===== src/rtl/instr_fetch_unit.sv =====
// Instruction fetch stage: PC sequencing, single-outstanding imem req/ack reads,
// and a small prefetch FIFO presented to decode over valid/ready.
module instr_fetch_unit #(
  parameter int ADDR_W = 5,
  parameter int DEPTH  = 4
) (
  input  logic              clk,
  input  logic              reset,
  output logic              imem_req,
  output logic [ADDR_W-1:0] imem_addr,
  input  logic              imem_ack,
  input  logic [15:0]       imem_rdata,
  input  logic              redirect,
  input  logic [ADDR_W-1:0] redirect_pc,
  output logic              instr_valid,
  output logic [15:0]       instr,
  output logic [ADDR_W-1:0] instr_pc,
  input  logic              instr_ready
);

  localparam int PW = $clog2(DEPTH);
  localparam int CW = $clog2(DEPTH + 1);

  typedef enum logic [1:0] {IDLE, BUSY, DISCARD} state_e;

  state_e            state_q;
  logic              req_q;
  logic [ADDR_W-1:0] addr_q;
  logic [ADDR_W-1:0] pc_q;
  logic [15:0]       data_q [DEPTH];
  logic [ADDR_W-1:0] tag_q  [DEPTH];
  logic [PW-1:0]     rd_q, wr_q;
  logic [CW-1:0]     cnt_q, cnt_d;
  logic              ack, pop, push, room;

  assign imem_req    = req_q;
  assign imem_addr   = addr_q;
  assign instr_valid = (cnt_q != '0);
  assign instr       = data_q[rd_q];
  assign instr_pc    = tag_q[rd_q];

  // Occupancy after this edge decides whether the next request may be issued,
  // so a slot is always guaranteed by the time its ack arrives.
  always_comb begin
    ack   = req_q && imem_ack;
    pop   = instr_valid && instr_ready;
    push  = ack && (state_q == BUSY) && !redirect;
    cnt_d = cnt_q + CW'(push) - CW'(pop);
    room  = cnt_d < CW'(DEPTH);
  end

  always_ff @(posedge clk or negedge reset) begin
    if (!reset) begin
      state_q <= IDLE;
      req_q   <= 1'b0;
      addr_q  <= '0;
      pc_q    <= '0;
      rd_q    <= '0;
      wr_q    <= '0;
      cnt_q   <= '0;
      for (int unsigned i = 0; i < DEPTH; i++) begin
        data_q[i] <= '0;
        tag_q[i]  <= '0;
      end
    end else if (redirect) begin
      cnt_q <= '0;
      rd_q  <= '0;
      wr_q  <= '0;
      pc_q  <= redirect_pc;
      // An unacked read cannot be withdrawn: hold it and drop its data later.
      if (state_q != IDLE && !ack) begin
        state_q <= DISCARD;
      end else begin
        state_q <= BUSY;
        req_q   <= 1'b1;
        addr_q  <= redirect_pc;
      end
    end else begin
      cnt_q <= cnt_d;
      if (push) begin
        data_q[wr_q] <= imem_rdata;
        tag_q[wr_q]  <= addr_q;
        wr_q         <= wr_q + 1'b1;
      end
      if (pop) rd_q <= rd_q + 1'b1;
      unique case (state_q)
        IDLE: begin
          if (room) begin
            req_q   <= 1'b1;
            addr_q  <= pc_q;
            state_q <= BUSY;
          end
        end
        BUSY: begin
          if (ack) begin
            pc_q   <= pc_q + 1'b1;
            addr_q <= pc_q + 1'b1;
            if (!room) begin
              req_q   <= 1'b0;
              state_q <= IDLE;
            end
          end
        end
        DISCARD: begin
          if (ack) begin
            addr_q  <= pc_q;
            state_q <= BUSY;
          end
        end
        default: state_q <= IDLE;
      endcase
    end
  end

endmodule


===== config.mk =====
export PLATFORM = sky130hd
export DESIGN_NAME = instr_fetch_unit
export DESIGN_NICKNAME = d
export VERILOG_FILES = /design/src/rtl/instr_fetch_unit.sv
export SDC_FILE = /design/constraint.sdc
export NUM_CORES = 1
export LEC_CHECK = 0
export ABC_AREA = 1
export BUFFER_PORTS_ARGS = -buffer_cell sky130_fd_sc_hd__buf_2
export CAP_MARGIN = 30
export CORE_ASPECT_RATIO = 2
export CORE_MARGIN = 1
export CORE_UTILIZATION = 45
export DETAILED_ROUTE_END_ITERATION = 10
export GPL_TIMING_DRIVEN = 0
export PLACE_DENSITY = 0.69
export SLEW_MARGIN = 20
export SYNTH_ARGS = -nofsm -noshare
export SYNTH_HDL_FRONTEND = slang
export SYNTH_SLANG_ARGS = --single-unit

===== constraint.sdc =====
create_clock -name clk -period 2.4 [get_ports clk]
set_input_delay 0.24 -clock clk [delete_from_list [all_inputs] [get_ports clk]]
set_output_delay 0.24 -clock clk [all_outputs]
set_load 0.005 [all_outputs]

==> results list <==
- The run finished, with violations left.
- The final reports fail on negative setup slack.
* Gate power share: 0.389
* Die span in x: 75.8 um
* Number of buffers created by CTS: 9
* Peak ir drop on the vdd network: roughly 0.66 mV
* Cell Chain, Critical Path: nor2_1 > nand2_1 > nand2_2 > inv_2 > ha_4 > inv_2 > ha_4 > inv_2 > fa_2 > inv_2 > nand2_2 > nand2_1 > nand2_2 > nand4_1 > buf_4 > nand3_1 > nand2_1 > nand2_1
* Cell area after placement: 0.00541 mm2
- Internal power comes to 0.00404 W.
- Number of placed instances with taps included: 765
- The H-tree generated during clock tree synthesis spans 3 levels.
- Most area-consuming cells after synthesis: dfrtp_1, o21ai_0, nand2_1, nor2_1, inv_1
* Overflow left after global routing: 0
- Final count of hold timing violations: 0
- Clock-pin transition on the worst setup and hold timing paths: about 0.060 ns
- Starting density of the core: 0.465
- Relative slew margins: 0.599
- In the routed design, unresolved DRC markers number 0.
* Total inserted antenna cells: 0
- The setup path with the least slack is of type flip-flop to flip-flop.
- Unrepaired setup endpoints after global routing: true
- After the flow finishes, the layout carries non-filler instances totaling between 700 and 800.
- Of all nets on the critical path, the largest fanout is 4.
* Post-route total power: 0.00647 W
- Count of nets left with antenna violations after detail routing: 0
- Power spread over the standard cell area amounts to approximately 1100 mW/mm2.
- Count of input and output buffers: 53
* Count of yosys warnings during synthesis: 0
- Dividing the synthesized area by the synthesized cell count gives 8.55 um2.
* Critical Path AT: 2.68 ns
- Synth Flop Type: dfrtp_1
- Floorplan die height: 150 um
- Of the cells placed in the final design, the portion with a size suffix greater than 1 is 0.201.
- The slowest stage of the critical path belongs to the cell dfrtp_1.
- Via count of the first global-routing pass: 4252
- In this design, the stage delay of the slowest critical-path cell is 0.39 ns.
* Static leakage: 2.95 nW
- Global-route wire length before repair: 20700 um
- The synthesized design contains 0 enable-type register cells.
* Area share of the largest cell type after synthesis: 0.530
* Detailed Route WL: 12900 um
- Classification of the worst-slack hold path: input pin to flip-flop
* Iter 0 DRT Violations: 362
- Total of endpoints with negative setup slack in the final report: 5
* Final weighted congestion in routability-driven placement: 0.820
- Final clock skew: 0.00462 ns
* Number of buffers on the longest clock path: 2
* Endpoint kind of the worst setup timing path: flip-flop
* Share of power burned in the clock network: 0.217
- Entering global routing, the biggest net connects 74 pins.
* Root buffer cell: clkbuf_16
- Floorplan die area: 0.0114 mm2
* I/O pin total: 54
- Startpoint Class: flip-flop
- Synthesis inferred 104 register bits.
* Sequential fraction of the synthesis area: 0.530
* Category of cells accounting for the largest share of critical-path delay: simple AND/OR/NAND/NOR gates
- Synthesized area: 0.00491 mm2
- Number of detailed-routing iterations run before antenna repair: 7
- Count of max-cap constraint violations: 0
- Detailed-route via count: 4253
- In the post-route analysis, the smallest setup slack over all paths is -0.0397 ns.
- For the finished layout, the period the worst path requires is 2.44 ns.
* Worst Max-Slew Pin Slew: between 0.6 and 0.7 ns
- CP required: 2.64 ns
- Post-synth net total: 608
* Final max-slew violation count: 0
- The number of buffers and inverters on the critical path is 5.
- The clock reaches the later pin of the worst-skew pair after 0.35 ns.
- The core region is 0.0105 mm2.
- Counting every sink on the clock net gives ~100.
- Final design instance area without fill: 0.00582 mm2
- Timing-limited maximum frequency: 0.410 GHz
* Top cells by instance count after synthesis: nand2_1, o21ai_0, dfrtp_1
- TritonCTS built the clock tree.
* Count of unique library cells instantiated by Yosys: 29
- In the routed layout, each cell is associated on average with a via count of 5.35.
- Psw: 0.00243 W
- The share of total power dissipated in sequential elements is 0.394.
- Number of cell rows: 53
* Switching Fraction: 0.375
- Antenna violations before repair: 0
* Mean routed wirelength per cell: 16.2 um
* Portion of the clock cycle consumed by the worst path in the final layout: 1.02
- HPWL after DPL: 9090 um
- Synthesis produced 574 cells.
- In the global route stage, overall resource usage came out at 0.249.
- dfrtp_1 takes more of the synthesized area than any other cell.
- Cell with the most instances after synthesis: nand2_1
* Share of flip-flops with an asynchronous set or reset after synthesis: 1.00
- Final nets: 687
- Relative to the synthesized area, the layout overhead comes to 18.7%.
## flip-flops by register name, indices dropped and copies added (netlist names)
register,cells
pc_q,5
tag_q,20
cnt_q,3
imem_req,1
state_q,2
rd_q,2
wr_q,2
data_q,64
imem_addr,5
## final timing paths
kind	startpoint	endpoint	depth (start not counted)	slack, ns
worst max-delay path	cnt_q[0]	imem_req	18	-0.04
max in group asynchronous	reset	tag_q[17]	3	1.40
worst max register to register	cnt_q[0]	imem_req	18	-0.04
worst min-delay path	redirect_pc[1]	pc_q[1]	3	0.18
worst min register to register	data_q[18]	data_q[18]	2	0.48
min in group asynchronous	reset	data_q[54]	2	0.34
## power by group through the flow
stage / registers, W / logic (W) / clock network, W
floorplan: 0.00248 / 0.00155 / 0
global placement: 0.00255 / 0.00225 / 0
detailed placement: 0.00257 / 0.00232 / 0
CTS: 0.00254 / 0.00249 / 0.00143
global route: 0.00260 / 0.00286 / 0.00150
finish: 0.00255 / 0.00252 / 0.00141
## metrics by stage
stage	hold WS (ns)	setup TNS (ns)	utilization	worst slack, ns
global placement	0.460	-1.06	0.509	-0.233
finish	0.177	-0.102	0.552	-0.0397
global route	0.182	-1.17	0.552	-0.182
detailed placement	0.145	-1.64	0.513	-0.308
floorplan	-0.0556	0	-	0.0209
CTS	0.165	-0.00310	0.550	-0.00310
## worst register-to-register path: stages, from the launching register on
cell and delay (ns):
dfrtp_1 0.39, nor2_1 0.09, nand2_1 0.09, nand2_2 0.08, inv_2 0.05, ha_4 0.23
inv_2 0.06, ha_4 0.12, inv_2 0.04, fa_2 0.38, inv_2 0.08, nand2_2 0.06
nand2_1 0.08, nand2_2 0.06, nand4_1 0.17, buf_4 0.18, nand3_1 0.06, nand2_1 0.07
nand2_1 0.05
## area by class of cell
class | count | area (um2)
clock buffer | 14 | 274
sequential | 104 | 2600
fill | 986 | 4720
buffer | 33 | 240
clock inverter | 2 | 12.5
timing repair buffer | 67 | 399
tap | 137 | 171
multi-input combinational | 390 | 1930
inverter | 48 | 188
## layout by cell type, fill, tap and decap left out, types with 9 or more instances in the layout
cell type,netlist,layout
nor2_1,60,60
clkbuf_16,0,9
buf_4,6,18
o21ai_1,19,19
inv_1,45,39
buf_2,2,54
nand2_1,126,123
dfrtp_1,104,103
clkbuf_1,12,14
buf_6,12,13
o22ai_1,21,21
o21ai_0,117,117
## repair_timing
action / 4_1_cts / 5_1_grt
setup buffers: 10 / 2
hold endpoints to repair: 31 / 0
hold buffers: 1 / 0
cloned: 1 / 0
setup endpoints to repair: 7 / 11
pin swaps: 12 / 7
gates resized for setup: 11 / 2
## layer usage
metal | wire, um | global-route usage | vias to the layer above
met5 | 0 | 0 | -
met1 | 4870 | 0.275 | 2081
met3 | 531 | 0.0498 | 25
li1 | - | - | 2040
met2 | 7140 | 0.453 | 107
met4 | 333 | 0.0880 | 0
## kinds of logic after synthesis
family                     share of synthesized area
adders and majority gates                     0.0219
and+or+nand+nor                                0.177
xor gates and xnor gates                     0.00179
AOI/OAI and AO/OA                              0.182
DFF                                            0.530
buffers and inverters                         0.0869
No activity file was read; power rests on OpenSTA's default activity.
